`src/rtl/decode_8b10b.sv`:
```
// 8b/10b receive decoder: one 10-bit symbol per clock in, registered byte,
// K flag, comma, code/disparity error flags and running disparity out one
// clock later, plus a saturating error counter for link-quality monitoring.
module decode_8b10b #(
    parameter int ERR_CNT_W = 8
) (
    input  logic                 clk,
    input  logic                 rst,
    input  logic [9:0]           d_in,
    input  logic                 err_clr,
    output logic [7:0]           d_out,
    output logic                 k_out,
    output logic                 comma,
    output logic                 code_err,
    output logic                 disp_err,
    output logic                 rd_out,
    output logic [ERR_CNT_W-1:0] err_count
);

    // 6b abcdei -> {valid, EDCBA}; both disparity forms map to the same value
    function automatic logic [5:0] dec6(input logic [5:0] s);
        case (s)
            6'b100111, 6'b011000: dec6 = {1'b1, 5'd0};
            6'b011101, 6'b100010: dec6 = {1'b1, 5'd1};
            6'b101101, 6'b010010: dec6 = {1'b1, 5'd2};
            6'b110001:            dec6 = {1'b1, 5'd3};
            6'b110101, 6'b001010: dec6 = {1'b1, 5'd4};
            6'b101001:            dec6 = {1'b1, 5'd5};
            6'b011001:            dec6 = {1'b1, 5'd6};
            6'b111000, 6'b000111: dec6 = {1'b1, 5'd7};
            6'b111001, 6'b000110: dec6 = {1'b1, 5'd8};
            6'b100101:            dec6 = {1'b1, 5'd9};
            6'b010101:            dec6 = {1'b1, 5'd10};
            6'b110100:            dec6 = {1'b1, 5'd11};
            6'b001101:            dec6 = {1'b1, 5'd12};
            6'b101100:            dec6 = {1'b1, 5'd13};
            6'b011100:            dec6 = {1'b1, 5'd14};
            6'b010111, 6'b101000: dec6 = {1'b1, 5'd15};
            6'b011011, 6'b100100: dec6 = {1'b1, 5'd16};
            6'b100011:            dec6 = {1'b1, 5'd17};
            6'b010011:            dec6 = {1'b1, 5'd18};
            6'b110010:            dec6 = {1'b1, 5'd19};
            6'b001011:            dec6 = {1'b1, 5'd20};
            6'b101010:            dec6 = {1'b1, 5'd21};
            6'b011010:            dec6 = {1'b1, 5'd22};
            6'b111010, 6'b000101: dec6 = {1'b1, 5'd23};
            6'b110011, 6'b001100: dec6 = {1'b1, 5'd24};
            6'b100110:            dec6 = {1'b1, 5'd25};
            6'b010110:            dec6 = {1'b1, 5'd26};
            6'b110110, 6'b001001: dec6 = {1'b1, 5'd27};
            6'b001110:            dec6 = {1'b1, 5'd28};
            6'b101110, 6'b010001: dec6 = {1'b1, 5'd29};
            6'b011110, 6'b100001: dec6 = {1'b1, 5'd30};
            6'b101011, 6'b010100: dec6 = {1'b1, 5'd31};
            6'b001111, 6'b110000: dec6 = {1'b1, 5'd28};
            default:              dec6 = 6'b0;
        endcase
    endfunction

    // 4b fghj -> {valid, HGF}; P7 and A7 forms both decode to 7
    function automatic logic [3:0] dec4(input logic [3:0] s);
        case (s)
            4'b1011, 4'b0100: dec4 = {1'b1, 3'd0};
            4'b1001:          dec4 = {1'b1, 3'd1};
            4'b0101:          dec4 = {1'b1, 3'd2};
            4'b1100, 4'b0011: dec4 = {1'b1, 3'd3};
            4'b1101, 4'b0010: dec4 = {1'b1, 3'd4};
            4'b1010:          dec4 = {1'b1, 3'd5};
            4'b0110:          dec4 = {1'b1, 3'd6};
            4'b1110, 4'b0001,
            4'b0111, 4'b1000: dec4 = {1'b1, 3'd7};
            default:          dec4 = 4'b0;
        endcase
    endfunction

    function automatic logic [2:0] ones6(input logic [5:0] s);
        logic [2:0] n;
        n = '0;
        for (int i = 0; i < 6; i++) n = n + {2'b0, s[i]};
        return n;
    endfunction

    function automatic logic [2:0] ones4(input logic [3:0] s);
        logic [2:0] n;
        n = '0;
        for (int i = 0; i < 4; i++) n = n + {2'b0, s[i]};
        return n;
    endfunction

    logic [5:0] s6;
    logic [3:0] s4, s4_dec;
    logic [5:0] r6;
    logic [3:0] r4;
    logic [2:0] n6, n4;
    logic       k28, k7_ctx, a7, a7_ok;
    logic       rd6, de6, de4;

    logic [7:0]           d_out_d, d_out_q;
    logic                 k_out_d, k_out_q;
    logic                 comma_d, comma_q;
    logic                 code_err_d, code_err_q;
    logic                 disp_err_d, disp_err_q;
    logic                 rd_d, rd_q;
    logic [ERR_CNT_W-1:0] err_cnt_q;

    // Symbol classification, table decode and running-disparity tracking
    always_comb begin
        s6 = d_in[9:4];
        s4 = d_in[3:0];
        k28 = (s6 == 6'b001111) || (s6 == 6'b110000);
        // K28 in its RD+ form carries the complemented 4b alternating codes
        s4_dec = (s6 == 6'b110000) ? ~s4 : s4;
        r6 = dec6(s6);
        r4 = dec4(s4_dec);
        n6 = ones6(s6);
        n4 = ones4(s4);

        // A7 is only legal after D17/18/20 (RD-), D11/13/14 (RD+) or a K.x.7
        a7 = (s4 == 4'b0111) || (s4 == 4'b1000);
        a7_ok = ((s4 == 4'b0111) &&
                 (s6 inside {6'b100011, 6'b010011, 6'b001011, 6'b000101,
                             6'b001001, 6'b010001, 6'b100001, 6'b110000})) ||
                ((s4 == 4'b1000) &&
                 (s6 inside {6'b110100, 6'b101100, 6'b011100, 6'b111010,
                             6'b110110, 6'b101110, 6'b011110, 6'b001111}));
        k7_ctx = s6 inside {6'b111010, 6'b000101, 6'b110110, 6'b001001,
                            6'b101110, 6'b010001, 6'b011110, 6'b100001};

        // 111000 is the RD- form of D7 and 000111 the RD+ form; same for 1100/0011
        de6 = ((n6 == 3'd4) && rd_q) || ((n6 == 3'd2) && !rd_q) ||
              ((s6 == 6'b111000) && rd_q) || ((s6 == 6'b000111) && !rd_q);
        rd6 = (n6 > 3'd3) ? 1'b1 : (n6 < 3'd3) ? 1'b0 : rd_q;
        de4 = ((n4 == 3'd3) && rd6) || ((n4 == 3'd1) && !rd6) ||
              ((s4 == 4'b1100) && rd6) || ((s4 == 4'b0011) && !rd6);
        // RD follows the received data even on error so the link resyncs
        rd_d = (n4 > 3'd2) ? 1'b1 : (n4 < 3'd2) ? 1'b0 : rd6;

        code_err_d = !r6[5] || !r4[3] || (a7 && !a7_ok);
        disp_err_d = de6 || de4;
        k_out_d    = !code_err_d && (k28 || (k7_ctx && a7));
        d_out_d    = {r4[2:0], r6[4:0]};
        comma_d    = (d_in[9:3] == 7'b0011111) || (d_in[9:3] == 7'b1100000);
    end

    // Output and running-disparity registers
    always_ff @(posedge clk) begin
        if (rst) begin
            d_out_q    <= '0;
            k_out_q    <= 1'b0;
            comma_q    <= 1'b0;
            code_err_q <= 1'b0;
            disp_err_q <= 1'b0;
            rd_q       <= 1'b0;
        end else begin
            d_out_q    <= d_out_d;
            k_out_q    <= k_out_d;
            comma_q    <= comma_d;
            code_err_q <= code_err_d;
            disp_err_q <= disp_err_d;
            rd_q       <= rd_d;
        end
    end

    // Saturating error counter fed by the registered flags; clear wins
    always_ff @(posedge clk) begin
        if (rst || err_clr) begin
            err_cnt_q <= '0;
        end else if ((code_err_q || disp_err_q) && (err_cnt_q != '1)) begin
            err_cnt_q <= err_cnt_q + 1'b1;
        end
    end

    assign d_out     = d_out_q;
    assign k_out     = k_out_q;
    assign comma     = comma_q;
    assign code_err  = code_err_q;
    assign disp_err  = disp_err_q;
    assign rd_out    = rd_q;
    assign err_count = err_cnt_q;

endmodule
```
`config.mk`:
```
export PLATFORM = sky130hd
export DESIGN_NAME = decode_8b10b
export DESIGN_NICKNAME = d
export VERILOG_FILES = /design/src/rtl/decode_8b10b.sv
export SDC_FILE = /design/constraint.sdc
export NUM_CORES = 1
export LEC_CHECK = 0
export BUFFER_PORTS_ARGS = -buffer_cell sky130_fd_sc_hd__clkbuf_2
export CAP_MARGIN = 25
export CORE_ASPECT_RATIO = 0.8
export CORE_MARGIN = 1
export CORE_UTILIZATION = 30
export DETAILED_ROUTE_END_ITERATION = 8
export PLACE_DENSITY = 0.58
export SYNTH_ARGS = -nofsm -noshare
export SYNTH_HDL_FRONTEND = slang
export SYNTH_SLANG_ARGS = --single-unit
```
`constraint.sdc`:
```
create_clock -name clk -period 3.5 [get_ports clk]
set_clock_uncertainty 0.15 [all_clocks]
set_input_delay 0.525 -clock clk [delete_from_list [all_inputs] [get_ports clk]]
set_output_delay 0.525 -clock clk [all_outputs]
set_load 0.05 [all_outputs]
```
==> flow_metrics.tcl, run 1 <==
set metrics [dict create \
    r2r_slack_ns 1.82 \
    clock.fmax_mhz 307 \
    drtAntennaViolNets 0 \
    grt_pass1_vias 1621 \
    final_common_cell "clkbuf_2" \
    cts-buffers-inserted 3 \
    port_buffers 33 \
    dieArea_sq_um 6830 \
    synth_fp_nets 275 \
    crit_end "disp_err" \
    clockPowerShare_pct 23.2 \
    syn_to_final_growth_pct 13.2 \
    clkTransAtPathRegs_ns 0.08 \
    layout_common_cells "clkbuf_2, nor2_1, dfxtp_1, inv_1, ha_1" \
    num_rows 25 \
    met1_length_mm 2.45 \
    route.detailed.drc 0 \
    async_flop_share_pct 0 \
    grt_max_degree 36 \
    p_int_w 0.000433 \
    pin_count 34 \
    cts_sinks 21 \
    routabilityCongestion 0.810 \
    met2_length_mm 1.85 \
    r2r-end "err_count[7]" \
    route.met3.wl_um 377 \
    ctsHoldBuffers 0 \
    p_leak_nw 0.921 \
    drive_gt1_share_pct 19.1 \
    cts_root_buffer "clkbuf_8" \
    ys_types 64 \
    ys_seq_area_share_pct 21.6 \
    yosys.area.top_type "dfxtp_1" \
    seq_power_share_pct 37.2 \
    drt_wl_total_mm 4.69 \
    vdd_drop_max_v 0.000116 \
    critPathCaptureType "flip-flop" \
    die_w_um 92.1 \
    startpoint_type "input pin" \
    synth_edf_count 0 \
    grt_overflow 0 \
    netlist_area_sq_um 1950 \
    p_per_area_nw_per_um2 321 \
    max-cap-violations 0 \
    start_util_pct 32.0 \
    final-hold-violation-count 0 \
    worstPathMaxFanout 3 \
    crit_type "input pin to flip-flop" \
    cts.repair.resized 0 \
    yosys-top-cells-area "dfxtp_1, ha_1, nor2_1, fa_1, mux2i_1" \
    num_antenna_cells 0 \
    finalCritPeriodShare_pct 93.0 \
    status "finished clean" \
    pwr-share-comb_pct 39.6 \
    drtIter0Drc 178 \
    grt_pass1_wl_mm 7.99 \
    finalSetupViolCount 0 \
    cts_setup_buffers 0 \
    avgRoutedWirePerCell_um 13.5 \
    p_sw_share_pct 38.9 \
    required_ns 3.55 \
    holdWs_ns 0.400 \
    dr.pass1.iters 4 \
    yosys_register_bits 21 \
    startpoint "d_in[4]" \
    highest_layer "met4" \
    dp.cells 344 \
    via_per_inst 5.39 \
    report.final.slew_viol_count 0 \
    clockBufferDepth 2 \
    finalCriticalPeriod_ns 3.25 \
    p_switching_w 0.000276 \
    rsz0062_at_grt "no" \
    syn_inst 244 \
    vias 1876 \
    cts_htree_levels 1 \
    hp-class "flip-flop to flip-flop" \
    tightest_slew_ns 0.524 \
    tritoncts "built" \
    antenna_found_initial 0 \
    arrival_ns 3.30 \
    nets 299 \
    final_util_pct 36.2 \
    grt_usage_pct 14.3 \
    coreArea_sq_um 6100 \
    synth_top_area_share_pct 21.6 \
    synth_warnings 0 \
    syn_area_per_cell_sq_um 7.99 \
    r2r_cells 6 \
    clk-insertion-delay-late_ns 0.27 \
    n_fill_cell 637 \
    hpwlAfterDp_mm 3.52 \
    die_h_um 74.1 \
    synth_ff_type "dfxtp_1" \
    relSlewSlack_pct 64.1 \
    fin_cells 348 \
    critical_path.reg2reg.startpoint "err_count[0]" \
]
## sequential cells by signal, indices dropped and copies added (netlist names)
signal	count
d_out	8
err_count	8
code_err	1
comma	1
disp_err	1
k_out	1
rd_out	1
## cells by family (layout without fill, tap and decap cells)
| kind of cell | after synthesis | count (layout) | share of synthesized area, % |
|---|---|---|---|
| adders and majority gates | 19 | 19 | 13.6 |
| buffers and inverters | 36 | 59 | 8.28 |
| muxes | 6 | 6 | 3.08 |
| AOI/OAI and AO/OA | 67 | 67 | 24.8 |
| DFF | 21 | 21 | 21.6 |
| xor gates and xnor gates | 11 | 11 | 4.94 |
| and+or+nand+nor | 84 | 84 | 23.7 |
## area by class of cell
| type | instances | area, sq um | area share [%] |
|---|---|---|---|
| Multi-Input combinational cell | 187 | 1370 | 62.0 |
| Sequential cell | 21 | 420 | 19.1 |
| Timing Repair Buffer | 39 | 210 | 9.53 |
| Tap cell | 81 | 101 | 4.59 |
| Inverter | 16 | 60.1 | 2.72 |
| Clock buffer | 3 | 41.3 | 1.87 |
| Clock inverter | 1 | 5.00 | 0.227 |
## power groups by stage
stage	Clock, W	Combinational, W	Sequential [W]
finish	0.000164	0.000281	0.000264
global route	0.000185	0.000308	0.000266
CTS	0.000174	0.000279	0.000264
detailed placement	0	0.000277	0.000270
global placement	0	0.000274	0.000270
floorplan	0	0.000164	0.000321
## stage by stage
step	total power (W)	setup TNS [ns]	setup WS (ns)	instance area, sq um
after global routing	0.000760	0	0.0917	2210
final	0.000709	0	0.246	2210
after floorplan	0.000485	0	0.230	1950
after CTS	0.000717	0	0.249	2210
after detailed placement	0.000547	-0.0148	-0.0148	2160
after global placement	0.000544	0	0.0543	2160
## metal layers
metal	global-route usage, %	up-vias
li1	-	934
met1	22.7	867
met2	19.9	73
met3	2.86	2
met4	2.08	0
met5	0	-
## worst min-delay path by stage
stage                       from  slack, ns            to  depth (start not counted)
floorplan                    rst       0.45      code_err                          1
global placement    err_count[6]       0.38  err_count[6]                          2
detailed placement  err_count[1]       0.39  err_count[1]                          2
CTS                 err_count[1]       0.40  err_count[1]                          2
global route        err_count[1]       0.45  err_count[1]                          2
finish              err_count[1]       0.40  err_count[1]                          2
## Yosys cell counts (4+ instances only)
| cell type | instances |
|---|---|
| nand3_1 | 8 |
| nor3_1 | 4 |
| nand3b_1 | 4 |
| nor2b_1 | 7 |
| ha_1 | 14 |
| mux2i_1 | 6 |
| a31oi_1 | 7 |
| xor2_1 | 6 |
| nor2_1 | 22 |
| buf_2 | 6 |
| a22oi_1 | 4 |
| o21ai_0 | 4 |
| inv_1 | 15 |
| buf_1 | 4 |
| xnor2_1 | 5 |
| o21ai_1 | 5 |
| nand4_1 | 5 |
| a211oi_1 | 4 |
| a311oi_1 | 4 |
| clkbuf_1 | 7 |
| dfxtp_1 | 21 |
| a21oi_1 | 7 |
| fa_1 | 4 |
| nand2_1 | 12 |
| nor3b_1 | 4 |
## worst max-delay path, cell delays in order
cell      delay, ns
clkbuf_2       0.11
fa_1           0.53
inv_1          0.05
fa_1           0.47
inv_1          0.04
ha_1           0.17
inv_1          0.06
fa_1           0.44
or3b_2         0.48
a21oi_1        0.19
a311oi_1       0.07
a31oi_1        0.17
Power figures use the tool's default switching activity.
==> inputs of run 2 (changes only) <==
==> constraint.sdc (replaced) <==
create_clock -name clk -period 3.5 [get_ports clk]
set_clock_uncertainty 0.15 [all_clocks]
set_input_delay 0.35 -clock clk [delete_from_list [all_inputs] [get_ports clk]]
set_output_delay 0.35 -clock clk [all_outputs]
set_load 0.05 [all_outputs]
==> run 2 against run 1 <==
Clock-buffer cell count is the same; die area is the same; via count shrank 1.3%; critical endpoint unchanged.
==> flow_metrics.tcl, run 2 (synthesis gave the netlist of run 1 again) <==
set metrics [dict create \
    drtIter0Drc 235 \
    grt_max_degree 36 \
    die_h_um 74.1 \
    p_leak_nw 0.921 \
    dr.pass1.iters 4 \
    finalCritPeriodShare_pct 87.8 \
    finalCriticalPeriod_ns 3.07 \
    grt_usage_pct 14.1 \
    grt_pass1_vias 1579 \
    pin_count 34 \
    drive_gt1_share_pct 19.1 \
    avgRoutedWirePerCell_um 13.4 \
    report.final.slew_viol_count 0 \
    vdd_drop_max_v 0.000119 \
    setup_tns_ns 0 \
    critical_path.reg2reg.startpoint "err_count[0]" \
    antenna_found_initial 0 \
    final_common_cell "clkbuf_2" \
    finalSetupViolCount 0 \
    arrival_ns 3.11 \
    cts.repair.resized 0 \
    fin_cells 348 \
    die_w_um 92.1 \
    rsz0062_at_grt "no" \
    relSlewSlack_pct 68.5 \
    ctsHoldBuffers 0 \
    dieArea_sq_um 6830 \
    grt.met3_usage_pct 2.86 \
    cts_htree_levels 1 \
    worstPathMaxFanout 3 \
    clkTransAtPathRegs_ns 0.08 \
    syn_to_final_growth_pct 13.2 \
    required_ns 3.54 \
    grt_pass1_wl_mm 7.86 \
    route.detailed.drc 0 \
    crit_type "input pin to flip-flop" \
    startpoint_type "input pin" \
    cts_setup_buffers 0 \
    critPathCaptureType "flip-flop" \
    final-hold-violation-count 0 \
    drt_wl_total_mm 4.67 \
    routabilityCongestion 0.839 \
    dp.cells 344 \
    r2r_slack_ns 1.83 \
    startpoint "d_in[4]" \
    n_fill_cell 650 \
    cts_root_buffer "clkbuf_8" \
    top_usage_layer "met1" \
    status "finished clean" \
    max-cap-violations 0 \
    clk-insertion-delay-late_ns 0.26 \
    crit_end "disp_err" \
    hp-class "input pin to flip-flop" \
    drtAntennaViolNets 0 \
    clock.fmax_mhz 326 \
    hpwlAfterDp_mm 3.52 \
    num_antenna_cells 0 \
    coreArea_sq_um 6100 \
    port_buffers 33 \
    nets 299 \
    start_util_pct 32.0 \
    r2r-end "err_count[7]" \
    cts_sinks 21 \
    use_met1_pct 22.5 \
    tightest_slew_ns 0.461 \
    p_per_area_nw_per_um2 318 \
    clockBufferDepth 2 \
    holdWs_ns 0.298 \
    grt.met2_usage_pct 19.4 \
    cts-buffers-inserted 3 \
    r2r_cells 6 \
    vias 1851 \
    tritoncts "built" \
    num_rows 25 \
    layout_common_cells "clkbuf_2, nor2_1, dfxtp_1, inv_1, ha_1" \
    grt_overflow 0 \
    via_per_inst 5.32 \
]
-- run 2: stage by stage --
stage          utilization (%)  worst slack [ns]  area, sq um  total power (W)
6_report                  36.2             0.428         2210         0.000701
5_1_grt                   36.2             0.281         2210         0.000751
4_1_cts                   36.2             0.430         2210         0.000708
3_5_place_dp              35.4             0.159         2160         0.000549
3_3_place_gp              35.4             0.235         2160         0.000543
2_1_floorplan                -             0.405         1950         0.000485
-- run 2: where the power goes --
part	internal, W	switching (W)	total (W)
Clock	0.0000792	0.0000778	0.000157
Sequential	0.000254	0.00000992	0.000264
Combinational	0.0000987	0.000181	0.000280
-- run 2: critical path, stage by stage --
cell and delay, ns:
clkbuf_2 0.11, fa_1 0.53, inv_1 0.05, fa_1 0.47, inv_1 0.04, ha_1 0.18, inv_1 0.06, fa_1 0.43
or3b_2 0.49, a21oi_1 0.17, a311oi_1 0.07, a31oi_1 0.17
-- run 2: worst min path at each step --
stage / slack, ns / cells after the start / start / to
final: 0.30 / 3 / err_clr / err_count[7]
after global routing: 0.31 / 3 / err_clr / err_count[7]
after CTS: 0.29 / 3 / err_clr / err_count[7]
after detailed placement: 0.38 / 2 / err_count[6] / err_count[6]
after global placement: 0.37 / 2 / err_count[6] / err_count[6]
after floorplan: 0.27 / 1 / rst / code_err
-- run 2: final cells by class --
| cell class | count | area [sq um] | area share [%] |
|---|---|---|---|
| Timing Repair Buffer | 39 | 210 | 9.53 |
| Inverter | 16 | 60.1 | 2.72 |
| Clock inverter | 1 | 5.00 | 0.227 |
| Sequential cell | 21 | 420 | 19.1 |
| Clock buffer | 3 | 41.3 | 1.87 |
| Tap cell | 81 | 101 | 4.59 |
| Multi-Input combinational cell | 187 | 1370 | 62.0 |
-- run 2: routing by layer --
layer  part of all wire (%)  wire (um)
met5                      0          0
met4                   0.41         19
met3                    5.9        276
met2                     40       1850
met1                     54       2520
==> inputs of run 3 (changes only) <==
- ABC_AREA: default -> 1
- GPL_TIMING_DRIVEN: default -> 0
==> run 3 against run 2 <==
Critical path depth rose by 3; die area rose by 3.4%; wire length rose by 8.7%; critical endpoint unchanged; largest power group unchanged.
==> flow_metrics.tcl, run 3 <==
set metrics [dict create \
    drtIter0Drc 112 \
    finalCriticalPeriod_ns 3.05 \
    relSlewSlack_pct 64.2 \
    synth-xor-area-share_pct 0.434 \
    tightest_slew_ns 0.534 \
    ctsHoldBuffers 0 \
    synth_ff_type "dfxtp_1" \
    dieArea_sq_um 7060 \
    port_buffers 32 \
    start_util_pct 31.3 \
    p_leak_nw 1.25 \
    clkTransAtPathRegs_ns 0.08 \
    die_w_um 93.7 \
    synth_edf_count 0 \
    finalCritPeriodShare_pct 87.1 \
    yosys.area.top_type "dfxtp_1" \
    yosys_register_bits 21 \
    final_util_pct 36.2 \
    worstPathMaxFanout 9 \
    status "finished clean" \
    synth_top_area_share_pct 20.8 \
    grt_pass1_vias 1869 \
    finalSetupViolCount 0 \
    crit_end "disp_err" \
    synthMuxAreaShare_pct 0 \
    report.final.slew_viol_count 0 \
    clockBufferDepth 2 \
    coreArea_sq_um 6440 \
    grt_usage_pct 15.3 \
    setup_tns_ns 0 \
    synth-simple-area-share_pct 38.3 \
    routabilityCongestion 0.896 \
    synthAdderAreaFrac_pct 12.6 \
    ys_types 32 \
    hpwlAfterDp_mm 4.06 \
    holdWs_ns 0.291 \
    slowest_delay_ns 0.56 \
    cpMaxStageDelayCell "fa_1" \
    rsz0062_at_grt "no" \
    p_per_area_nw_per_um2 304 \
    tritoncts "built" \
    cts_root_buffer "clkbuf_8" \
    total_power_w 0.000709 \
    p_int_w 0.000422 \
    layout_common_cells "nand2_1, inv_1, clkbuf_2, nor2_1" \
    antenna_found_initial 0 \
    route.detailed.drc 0 \
    vias 2054 \
    synth_compound_area_share_pct 15.5 \
    startpoint_type "input pin" \
    syn_inst 321 \
    netlist_area_sq_um 2020 \
    seq_power_share_pct 37.0 \
    clockPowerShare_pct 22.6 \
    dr.pass1.iters 4 \
    drt_wl_total_mm 5.08 \
    die_h_um 75.4 \
    synth_top_family_by_area "simple AND/OR/NAND/NOR gates" \
    cts.repair.resized 0 \
    pin_count 34 \
    p_switching_w 0.000287 \
    cts_setup_buffers 0 \
    clk-insertion-delay-late_ns 0.26 \
    nets 389 \
    final_common_cell "nand2_1" \
    async_flop_share_pct 0 \
    p_sw_share_pct 40.5 \
    hp-class "input pin to flip-flop" \
    final-hold-violation-count 0 \
    grt_max_degree 12 \
    critical_path.reg2reg.startpoint "err_count[0]" \
    r2r-end "err_count[4]" \
    avgRoutedWirePerCell_um 11.5 \
    num_rows 26 \
    pwr-share-comb_pct 40.4 \
    ys_seq_area_share_pct 20.8 \
    startpoint "d_in[4]" \
    cts_sinks 21 \
    vdd_drop_max_v 0.000132 \
    max-cap-violations 0 \
    synth.top_cells.by_count "nand2_1, inv_1, nor2_1" \
    yosys-top-cells-area "dfxtp_1, nand2_1, inv_1, ha_1, nand3_1" \
    critPathCaptureType "flip-flop" \
    syn_area_per_cell_sq_um 6.29 \
    cts-buffers-inserted 3 \
    crit_type "input pin to flip-flop" \
    syn_to_final_growth_pct 15.4 \
    cts_htree_levels 1 \
    synth_warnings 0 \
    required_ns 3.53 \
    arrival_ns 3.08 \
    n_fill_cell 711 \
    via_per_inst 4.66 \
    synth_fp_nets 352 \
    grt_overflow 0 \
    r2r_slack_ns 1.66 \
    synth_most_common_cell "nand2_1" \
    drive_gt1_share_pct 17.4 \
    num_antenna_cells 0 \
    clock.fmax_mhz 328 \
    grt_pass1_wl_mm 8.65 \
    r2r_cells 9 \
    drtAntennaViolNets 0 \
    cp_cell_sequence "clkbuf_2 > fa_1 > inv_1 > fa_1 > inv_1 > ha_1 > inv_1 > fa_1 > nor2_1 > nand2_1 > nand2_1 > nor2_1 > nor3_1 > nor2_1 > a21oi_1" \
]
## run 3: worst max-delay path: cells and delay by family
| family | cells | cell delay [ns] |
|---|---|---|
| fa+ha+maj | 4 | 1.65 |
| simple gates | 6 | 0.57 |
| buf+inv | 4 | 0.34 |
| compound gates | 1 | 0.16 |
## run 3: kinds of logic (layout without fill, tap and decap cells)
kind of cell | count (synthesis) | count (layout)
AND/OR/NAND/NOR | 166 | 166
buffers and inverters | 58 | 94
AO/OA/AOI/OAI | 57 | 57
flip-flops | 21 | 21
adder cells (fa/ha/maj) | 18 | 18
XOR/XNOR | 1 | 1
## run 3: area by class of cell
cell class	instances	area, sq um	area share [%]
inverters	53	199	8.54
flip-flops and latches	21	420	18.1
multi-input cells	242	1350	58.0
well taps	84	105	4.51
plain buffers	5	48.8	2.10
clock buffers	4	45.0	1.93
repair buffers	32	160	6.88
## run 3: power groups by stage
stage	Combinational, W	Sequential [W]	Clock, W
floorplan	0.000163	0.000321	0
global placement	0.000285	0.000268	0
detailed placement	0.000285	0.000268	0
CTS	0.000287	0.000262	0.000169
global route	0.000322	0.000264	0.000181
finish	0.000286	0.000262	0.000160
## run 3: worst min path at each step
stage / from / to / slack, ns / cells after the start
finish: d_in[3] / comma / 0.29 / 3
global route: err_clr / err_count[2] / 0.31 / 4
CTS: d_in[3] / comma / 0.29 / 3
detailed placement: err_count[0] / err_count[0] / 0.34 / 1
global placement: err_count[0] / err_count[0] / 0.33 / 1
floorplan: d_in[3] / comma / 0.34 / 2
## run 3: per-layer routing
metal	vias to the layer above	share of wire, %	global-route usage (%)
li1	1100	-	-
met2	43	44	24.3
met3	2	4.4	2.59
met1	909	51	22.3
met5	-	0	0
met4	0	0.41	2.22
## run 3: per-stage QoR
step	std cells	worst slack (ns)	cell area, sq um
after CTS	441	0.418	2330
final	441	0.453	2330
after floorplan	321	0.597	2020
after global routing	441	0.189	2330
after global placement	437	0.138	2280
after detailed placement	437	0.158	2280
